`config.mk`:
```
export PLATFORM = sky130hd
export DESIGN_NAME = elevator_scheduler
export DESIGN_NICKNAME = d
export VERILOG_FILES = /design/src/rtl/elevator_pkg.sv /design/src/rtl/door_timer.sv /design/src/rtl/elevator_scheduler.sv
export SDC_FILE = /design/constraint.sdc
export NUM_CORES = 1
export LEC_CHECK = 0
export CAP_MARGIN = 20
export CORE_ASPECT_RATIO = 2
export CORE_UTILIZATION = 50
export DETAILED_ROUTE_END_ITERATION = 10
export HOLD_SLACK_MARGIN = 0.03
export PLACE_DENSITY = 0.77
export SKIP_LAST_GASP = 1
export SLEW_MARGIN = 10
export SYNTH_ARGS = -nofsm -noshare
export SYNTH_HDL_FRONTEND = slang
export SYNTH_HIERARCHICAL = 1
export SYNTH_SLANG_ARGS = --single-unit
```
`constraint.sdc`:
```
create_clock -name clk -period 3.22 [get_ports clk]
set_clock_uncertainty 0.15 [all_clocks]
set_input_delay 0.644 -clock clk [delete_from_list [all_inputs] [get_ports clk]]
set_output_delay 0.644 -clock clk [all_outputs]
set_load 0.05 [all_outputs]
```
`src/rtl/elevator_pkg.sv`:
```
// rtl/elevator_pkg.sv - shared constants, FSM states and floor-mask helpers for the elevator scheduler
package elevator_pkg;

    localparam int NUM_FLOORS = 4;
    localparam int FLOOR_W    = 2;

    typedef enum logic [1:0] {
        IDLE      = 2'd0,
        MOVE_UP   = 2'd1,
        MOVE_DN   = 2'd2,
        DOOR_OPEN = 2'd3
    } state_e;

    function automatic logic [NUM_FLOORS-1:0] above_mask(input logic [FLOOR_W-1:0] f);
        logic [NUM_FLOORS-1:0] m;
        m = '0;
        for (int i = 0; i < NUM_FLOORS; i++) begin
            if (i > int'(f)) m[i] = 1'b1;
        end
        return m;
    endfunction

    function automatic logic [NUM_FLOORS-1:0] below_mask(input logic [FLOOR_W-1:0] f);
        logic [NUM_FLOORS-1:0] m;
        m = '0;
        for (int i = 0; i < NUM_FLOORS; i++) begin
            if (i < int'(f)) m[i] = 1'b1;
        end
        return m;
    endfunction

    function automatic logic [FLOOR_W-1:0] encode(input logic [NUM_FLOORS-1:0] v);
        logic [FLOOR_W-1:0] idx;
        idx = '0;
        for (int i = 0; i < NUM_FLOORS; i++) begin
            if (v[i]) idx = FLOOR_W'(i);
        end
        return idx;
    endfunction

endpackage

```
`src/rtl/door_timer.sv`:
```
// rtl/door_timer.sv - door hold counter; load/reload restart a DOOR_CYCLES-long window
module door_timer #(
    parameter int DOOR_CYCLES = 8
) (
    input  logic clk,
    input  logic rst_n,
    input  logic load_i,
    input  logic reload_i,
    output logic done_o
);

    logic [7:0] count_q, count_d;

    // Count holds DOOR_CYCLES-1 in the first open cycle, so done marks the last one.
    always_comb begin
        count_d = count_q;
        if (load_i || reload_i) begin
            count_d = 8'(DOOR_CYCLES - 1);
        end else if (count_q != 8'd0) begin
            count_d = count_q - 8'd1;
        end
    end

    always_ff @(posedge clk or negedge rst_n) begin
        if (!rst_n) begin
            count_q <= '0;
        end else begin
            count_q <= count_d;
        end
    end

    assign done_o = (count_q == 8'd0);

endmodule

```
`src/rtl/elevator_scheduler.sv`:
```
// rtl/elevator_scheduler.sv - four-floor elevator scheduler: request latching, travel FSM, door control
module elevator_scheduler
    import elevator_pkg::*;
#(
    parameter int DOOR_CYCLES = 8
) (
    input  logic                  clk,
    input  logic                  reset,
    input  logic [NUM_FLOORS-1:0] floor_sensor,
    input  logic [NUM_FLOORS-1:0] hall_up,
    input  logic [NUM_FLOORS-1:0] hall_dn,
    input  logic [NUM_FLOORS-1:0] car_req,
    output logic                  up,
    output logic                  down,
    output logic                  stop,
    output logic                  open_door,
    output logic [FLOOR_W-1:0]    monitor,
    output logic [NUM_FLOORS-1:0] pending
);

    localparam logic [NUM_FLOORS-1:0] HUP_VALID = {1'b0, {(NUM_FLOORS-1){1'b1}}};
    localparam logic [NUM_FLOORS-1:0] HDN_VALID = {{(NUM_FLOORS-1){1'b1}}, 1'b0};
    localparam logic [FLOOR_W-1:0]    TOP_FLOOR = FLOOR_W'(NUM_FLOORS - 1);
    localparam logic [FLOOR_W-1:0]    BOT_FLOOR = '0;

    state_e                state_q, state_d;
    logic [FLOOR_W-1:0]    floor_q, floor_d;
    logic [NUM_FLOORS-1:0] car_q, car_d, hup_q, hup_d, hdn_q, hdn_d;
    logic                  dir_up_q, dir_up_d;

    logic [NUM_FLOORS-1:0] hup_m, hdn_m, pend, here, door_mask;
    logic [NUM_FLOORS-1:0] clr_car, clr_hup, clr_hdn;
    logic                  sensor_ok, in_door, reload, door_done, load;
    logic [FLOOR_W-1:0]    sensor_idx;
    logic                  pend_above, pend_below, pend_above_s, pend_below_s;

    assign hup_m        = hall_up & HUP_VALID;
    assign hdn_m        = hall_dn & HDN_VALID;
    assign pend         = car_q | hup_q | hdn_q;
    assign here         = NUM_FLOORS'(1) << floor_q;
    assign sensor_ok    = $onehot(floor_sensor);
    assign sensor_idx   = encode(floor_sensor);
    assign in_door      = (state_q == DOOR_OPEN);
    assign pend_above   = |(pend & above_mask(floor_q));
    assign pend_below   = |(pend & below_mask(floor_q));
    assign pend_above_s = |(pend & above_mask(sensor_idx));
    assign pend_below_s = |(pend & below_mask(sensor_idx));

    // Presses at the open floor are absorbed and only extend the door window.
    assign door_mask = in_door ? here : '0;
    assign reload    = in_door && |((car_req | hup_m | hdn_m) & here);
    assign load      = (state_d == DOOR_OPEN) && !in_door;

    door_timer #(
        .DOOR_CYCLES(DOOR_CYCLES)
    ) u_door_timer (
        .clk      (clk),
        .rst_n    (reset),
        .load_i   (load),
        .reload_i (reload),
        .done_o   (door_done)
    );

    always_comb begin
        state_d  = state_q;
        dir_up_d = dir_up_q;
        clr_car  = '0;
        clr_hup  = '0;
        clr_hdn  = '0;
        case (state_q)
            IDLE: begin
                if (|(pend & here)) begin
                    state_d = DOOR_OPEN;
                    clr_car = here;
                    clr_hup = here;
                    clr_hdn = here;
                end else if (pend_above) begin
                    state_d  = MOVE_UP;
                    dir_up_d = 1'b1;
                end else if (pend_below) begin
                    state_d  = MOVE_DN;
                    dir_up_d = 1'b0;
                end
            end
            MOVE_UP: begin
                if (sensor_ok && (|((car_q | hup_q) & floor_sensor) || sensor_idx == TOP_FLOOR ||
                                  (|(hdn_q & floor_sensor) && !pend_above_s))) begin
                    state_d = DOOR_OPEN;
                    clr_car = floor_sensor;
                    clr_hup = floor_sensor;
                    if (!pend_above_s) clr_hdn = floor_sensor;
                end
            end
            MOVE_DN: begin
                if (sensor_ok && (|((car_q | hdn_q) & floor_sensor) || sensor_idx == BOT_FLOOR ||
                                  (|(hup_q & floor_sensor) && !pend_below_s))) begin
                    state_d = DOOR_OPEN;
                    clr_car = floor_sensor;
                    clr_hdn = floor_sensor;
                    if (!pend_below_s) clr_hup = floor_sensor;
                end
            end
            DOOR_OPEN: begin
                if (door_done && !reload) begin
                    if (dir_up_q ? pend_above : pend_below) begin
                        state_d = dir_up_q ? MOVE_UP : MOVE_DN;
                    end else if (dir_up_q ? pend_below : pend_above) begin
                        state_d  = dir_up_q ? MOVE_DN : MOVE_UP;
                        dir_up_d = !dir_up_q;
                    end else begin
                        state_d = IDLE;
                    end
                end
            end
            default: state_d = IDLE;
        endcase
    end

    // Clears are applied after sets so service wins over a same-edge press.
    assign floor_d = sensor_ok ? sensor_idx : floor_q;
    assign car_d   = (car_q | (car_req & ~door_mask)) & ~clr_car;
    assign hup_d   = (hup_q | (hup_m & ~door_mask)) & ~clr_hup;
    assign hdn_d   = (hdn_q | (hdn_m & ~door_mask)) & ~clr_hdn;

    always_ff @(posedge clk or negedge reset) begin
        if (!reset) begin
            state_q  <= IDLE;
            floor_q  <= '0;
            car_q    <= '0;
            hup_q    <= '0;
            hdn_q    <= '0;
            dir_up_q <= 1'b1;
        end else begin
            state_q  <= state_d;
            floor_q  <= floor_d;
            car_q    <= car_d;
            hup_q    <= hup_d;
            hdn_q    <= hdn_d;
            dir_up_q <= dir_up_d;
        end
    end

    assign up        = (state_q == MOVE_UP);
    assign down      = (state_q == MOVE_DN);
    assign open_door = (state_q == DOOR_OPEN);
    assign stop      = (state_q == IDLE) || (state_q == DOOR_OPEN);
    assign monitor   = floor_q;
    assign pending   = pend;

endmodule

```
==> run_results.csv, run 1 <==
group,metric,value,unit
detailed_routing,drc,0,
finish,area.sequential,627,µm²
logic_synthesis,synth-simple-area-share,21.7,%
logic_synthesis,synth.distinct_cells,52,
logic_synthesis,synth_compound_area_share,31.3,%
critical_path,end_kind,"flop",
logic_synthesis,synth_top_family_by_area,"compound AO/OA/AOI/OAI gates",
floorplan,start_util,52.3,%
detailed_routing,drt-initial-drc-count,59,
detailed_routing,wl,5.80,mm
logic_synthesis,synth_enable_flop_cells,0,
timing,final_max_slew_viol_count,0,
critical_path,crit_arrival,3.25,ns
critical_path,crit_fanout,7,
logic_synthesis,synthAdderAreaFrac,7.03,%
logic_synthesis,syn_nets,248,
run_status,violations,"negative setup slack",
timing,finalSetupViolCount,6,
clock_tree,cts_buffers,3,
critical_path,required,3.22,ns
finish,drive_above_1_share,26.5,%
clock_tree,htreeDepth,1,
logic_synthesis,ys.warnings.count,6,
timing,tns,-0.0894,ns
clock_tree,clock_latency,0.27,ns
logic_synthesis,netlist_instances,220,
clock_tree,cts_tree,"done",
clock_tree,root_buffer,"clkbuf_8",
global_route,grt_pass1_vias,1973,
detailed_routing,vias_per_cell,6.25,
logic_synthesis,async_flop_share,100,%
timing,slew_headroom,52.0,%
clock_tree,cts.sinks,25,
detailed_routing,ant_nets,0,
finish,multiInputGateArea,1280,µm²
timing,layout_min_cycle_time,3.25,ns
flow_run,cap_violations,0,
timing,worst_pin_slew,0.715,ns
global_route,grt_util_all_layers,30.3,%
finish,layout.nets,301,
logic_synthesis,syn_avg_cell_area,8.57,µm²
floorplan,die_w,45.4,µm
critical_path,critPathLaunchType,"primary input",
logic_synthesis,yosysSeqAreaShare,33.2,%
detailed_routing,detail_route.wl_per_cell,18.1,µm
finish,area_growth,36.8,%
critical_path,critical_path_class,"primary input to flop",
floorplan,dieArea,4040,µm²
global_route,grt_pass1_wl,8.90,mm
timing,fmax,307,MHz
global_route,grt_antenna_before_repair,0,
timing,rsz0062_at_grt,"yes",
timing,timing.final.crit_share,101,%
critical_path,slowest_stage,"fa_1",
pwr,power_density,807,nW/µm²
logic_synthesis,netlist_area,1890,µm²
finish,fillCellCount,310,
detailed_routing,vias,2005,
placement,port_buffers,25,
logic_synthesis,synthMuxAreaShare,1.73,%
floorplan,num_rows,31,
critical_path,path_cells,"buf_8 -> inv_4 -> fa_1 -> inv_1 -> ha_2 -> ha_4 -> buf_6 -> nor3b_4 -> nand2_2 -> nor2_4 -> o2bb2ai_4 -> a2111oi_4 -> nor4_2 -> nor2_2 -> o311ai_1 -> o31ai_1",
timing,setup_ws,-0.0348,ns
global_route,grt_max_degree,26,
finish,n_antenna_cell,0,
clock_tree,cts_max_path_buffers,2,
placement,dp.final_hpwl,4.39,mm
pwr,ir_worst_vdd,628,µV
floorplan,die_y,88.8,µm
logic_synthesis,synth_seq_cells,25,
timing,hold_viol,0,
detailed_routing,first_pass_iters,5,
logic_synthesis,ys.flop_type,"dfrtp_1",
floorplan,io_pins,28,
run_status,status,"finished with violations",
clock_tree,clk_pin_slew,0.09,ns
placement,gp_congestion,0.940,
min_path,hold_path.class,"flop to flop",
pwr,power.leakage,1.05,nW
critical_path,cp_slowest_stage_delay,0.52,ns
logic_synthesis,synth_xor_area_share,0,%
floorplan,core,3610,µm²
global_route,overflow,0,
timing,fin_hold_ws,0.394,ns
-- where the power goes --
part / total (W) / internal [W] / leakage [nW] / switching, W
Sequential: 0.000599 / 0.000431 / 0.278 / 0.000168
Clock: 0.000184 / 0.0000865 / 0.0255 / 0.0000979
Combinational: 0.00130 / 0.000550 / 0.745 / 0.000749
-- worst max-delay path, delay by kind of cell --
family / cells / cell delay (ns)
and+or+nand+nor: 5 / 1.02
adders and majority gates: 3 / 0.91
AOI/OAI and AO/OA: 4 / 0.41
buffers and inverters: 4 / 0.26
-- path summary, 6_finish.rpt --
kind | start | endpoint | slack, ns | depth (start not counted)
hold / removal | hup_q[3]$_DFF_PN0_ | hup_q[3]$_DFF_PN0_ | 0.39 | 2
setup reg to reg | u_door_timer/count_q[0]$_DFFE_PN0P_ | dir_up_q$_DFFE_PN1P_ | 0.32 | 9
setup / recovery | floor_sensor[1] | u_door_timer/count_q[3]$_DFFE_PN0P_ | -0.03 | 16
max in group asynchronous | reset | dir_up_q$_DFFE_PN1P_ | 2.03 | 2
hold reg to reg | hup_q[3]$_DFF_PN0_ | hup_q[3]$_DFF_PN0_ | 0.39 | 2
min in group asynchronous | reset | state_q[0]$_DFF_PN0_ | 0.59 | 2
-- synthesized netlist by cell type (3+ instances only) --
cell type	number	area share (%)
a21oi_1	22	5.8
nor3_1	7	1.9
o21ai_0	8	2.1
a211oi_2	3	2.0
inv_1	20	4.0
nor4_1	4	1.3
a222oi_1	3	1.6
or3_1	4	1.3
nor2_1	18	3.6
a211oi_1	8	3.2
nand2_1	16	3.2
o211a_1	3	1.6
a31oi_1	6	2.0
clkbuf_1	5	1.0
o31ai_1	3	1.2
nand3_1	10	2.7
ha_1	9	6.0
dfrtp_1	24	32
a21o_1	4	1.6
-- metal layers --
metal | global-route usage, % | vias up | wire (µm)
li1 | - | 946 | -
met1 | 28.3 | 968 | 2060
met2 | 57.8 | 71 | 3350
met3 | 3.27 | 20 | 152
met4 | 18.5 | 0 | 240
met5 | 0 | - | 0
-- kinds of logic (layout without fill, tap and decap cells) --
logic type / count (synthesis) / in the layout
flops: 25 / 25
fa+ha+maj: 10 / 10
compound gates: 81 / 81
mux: 2 / 2
buf+inv: 25 / 77
simple gates: 77 / 77
-- cells in the final DEF, fill, tap and decap left out, types with 2 or more instances in the layout --
cell and n:
dfrtp_1 24, or2_2 2, a211oi_1 7, buf_8 2
nor3_2 3, ha_1 7, o211ai_1 2, or3_1 4
buf_4 26, nand3b_1 2, nand4_1 2, clkdlybuf4s50_1 22
nand2_1 15, a211o_1 2, o211a_1 3, a31oi_1 6
clkbuf_8 3, inv_1 17, a21oi_1 18, a311oi_1 2
a211oi_2 4, nor3_1 6, a21o_1 4, o31ai_1 3
a21oi_2 4, a222oi_1 3, nand3_1 9, nor2_1 16
nand2_2 2, nor4_1 3, o21ai_0 8
-- registers in the layout, indices dropped and copies added (netlist names) --
signal                flops
dir_up_q                  1
car_q                     4
monitor                   2
state_q                   2
hup_q                     4
hdn_q                     4
u_door_timer/count_q      8
-- through the flow --
| stage | setup WS [ns] | cell area, µm² | total power, W | instances | util [%] |
|---|---|---|---|---|---|
| floorplan | -0.162 | 1970 | 0.00134 | 220 | - |
| global placement | -0.714 | 2400 | 0.00169 | 310 | 66.4 |
| detailed placement | -0.785 | 2400 | 0.00171 | 310 | 66.4 |
| CTS | -0.111 | 2490 | 0.00196 | 317 | 69.0 |
| global route | -0.171 | 2580 | 0.00221 | 321 | 71.5 |
| finish | -0.0348 | 2580 | 0.00208 | 321 | 71.5 |
-- layout make-up --
class	count	share of cell area [%]
Clock buffer	3	1.60
Clock inverter	1	0.194
Inverter	20	3.20
Multi-Input combinational cell	170	49.7
Sequential cell	25	24.3
Tap cell	49	2.38
Timing Repair Buffer	53	18.7
-- timing repair --
action,CTS,global route
setup endpoints to repair,17,8
hold buffers,0,0
pin swaps,10,11
gates resized for setup,24,8
buffers inserted,3,4
Power figures use the tool's default switching activity.
==> run 2, diff against run 1 <==
- CTS_CLUSTER_SIZE: not set -> 10
==> results of run 2 <==
Same layout as run 1: the final DEF is identical, and so are final timing and power.
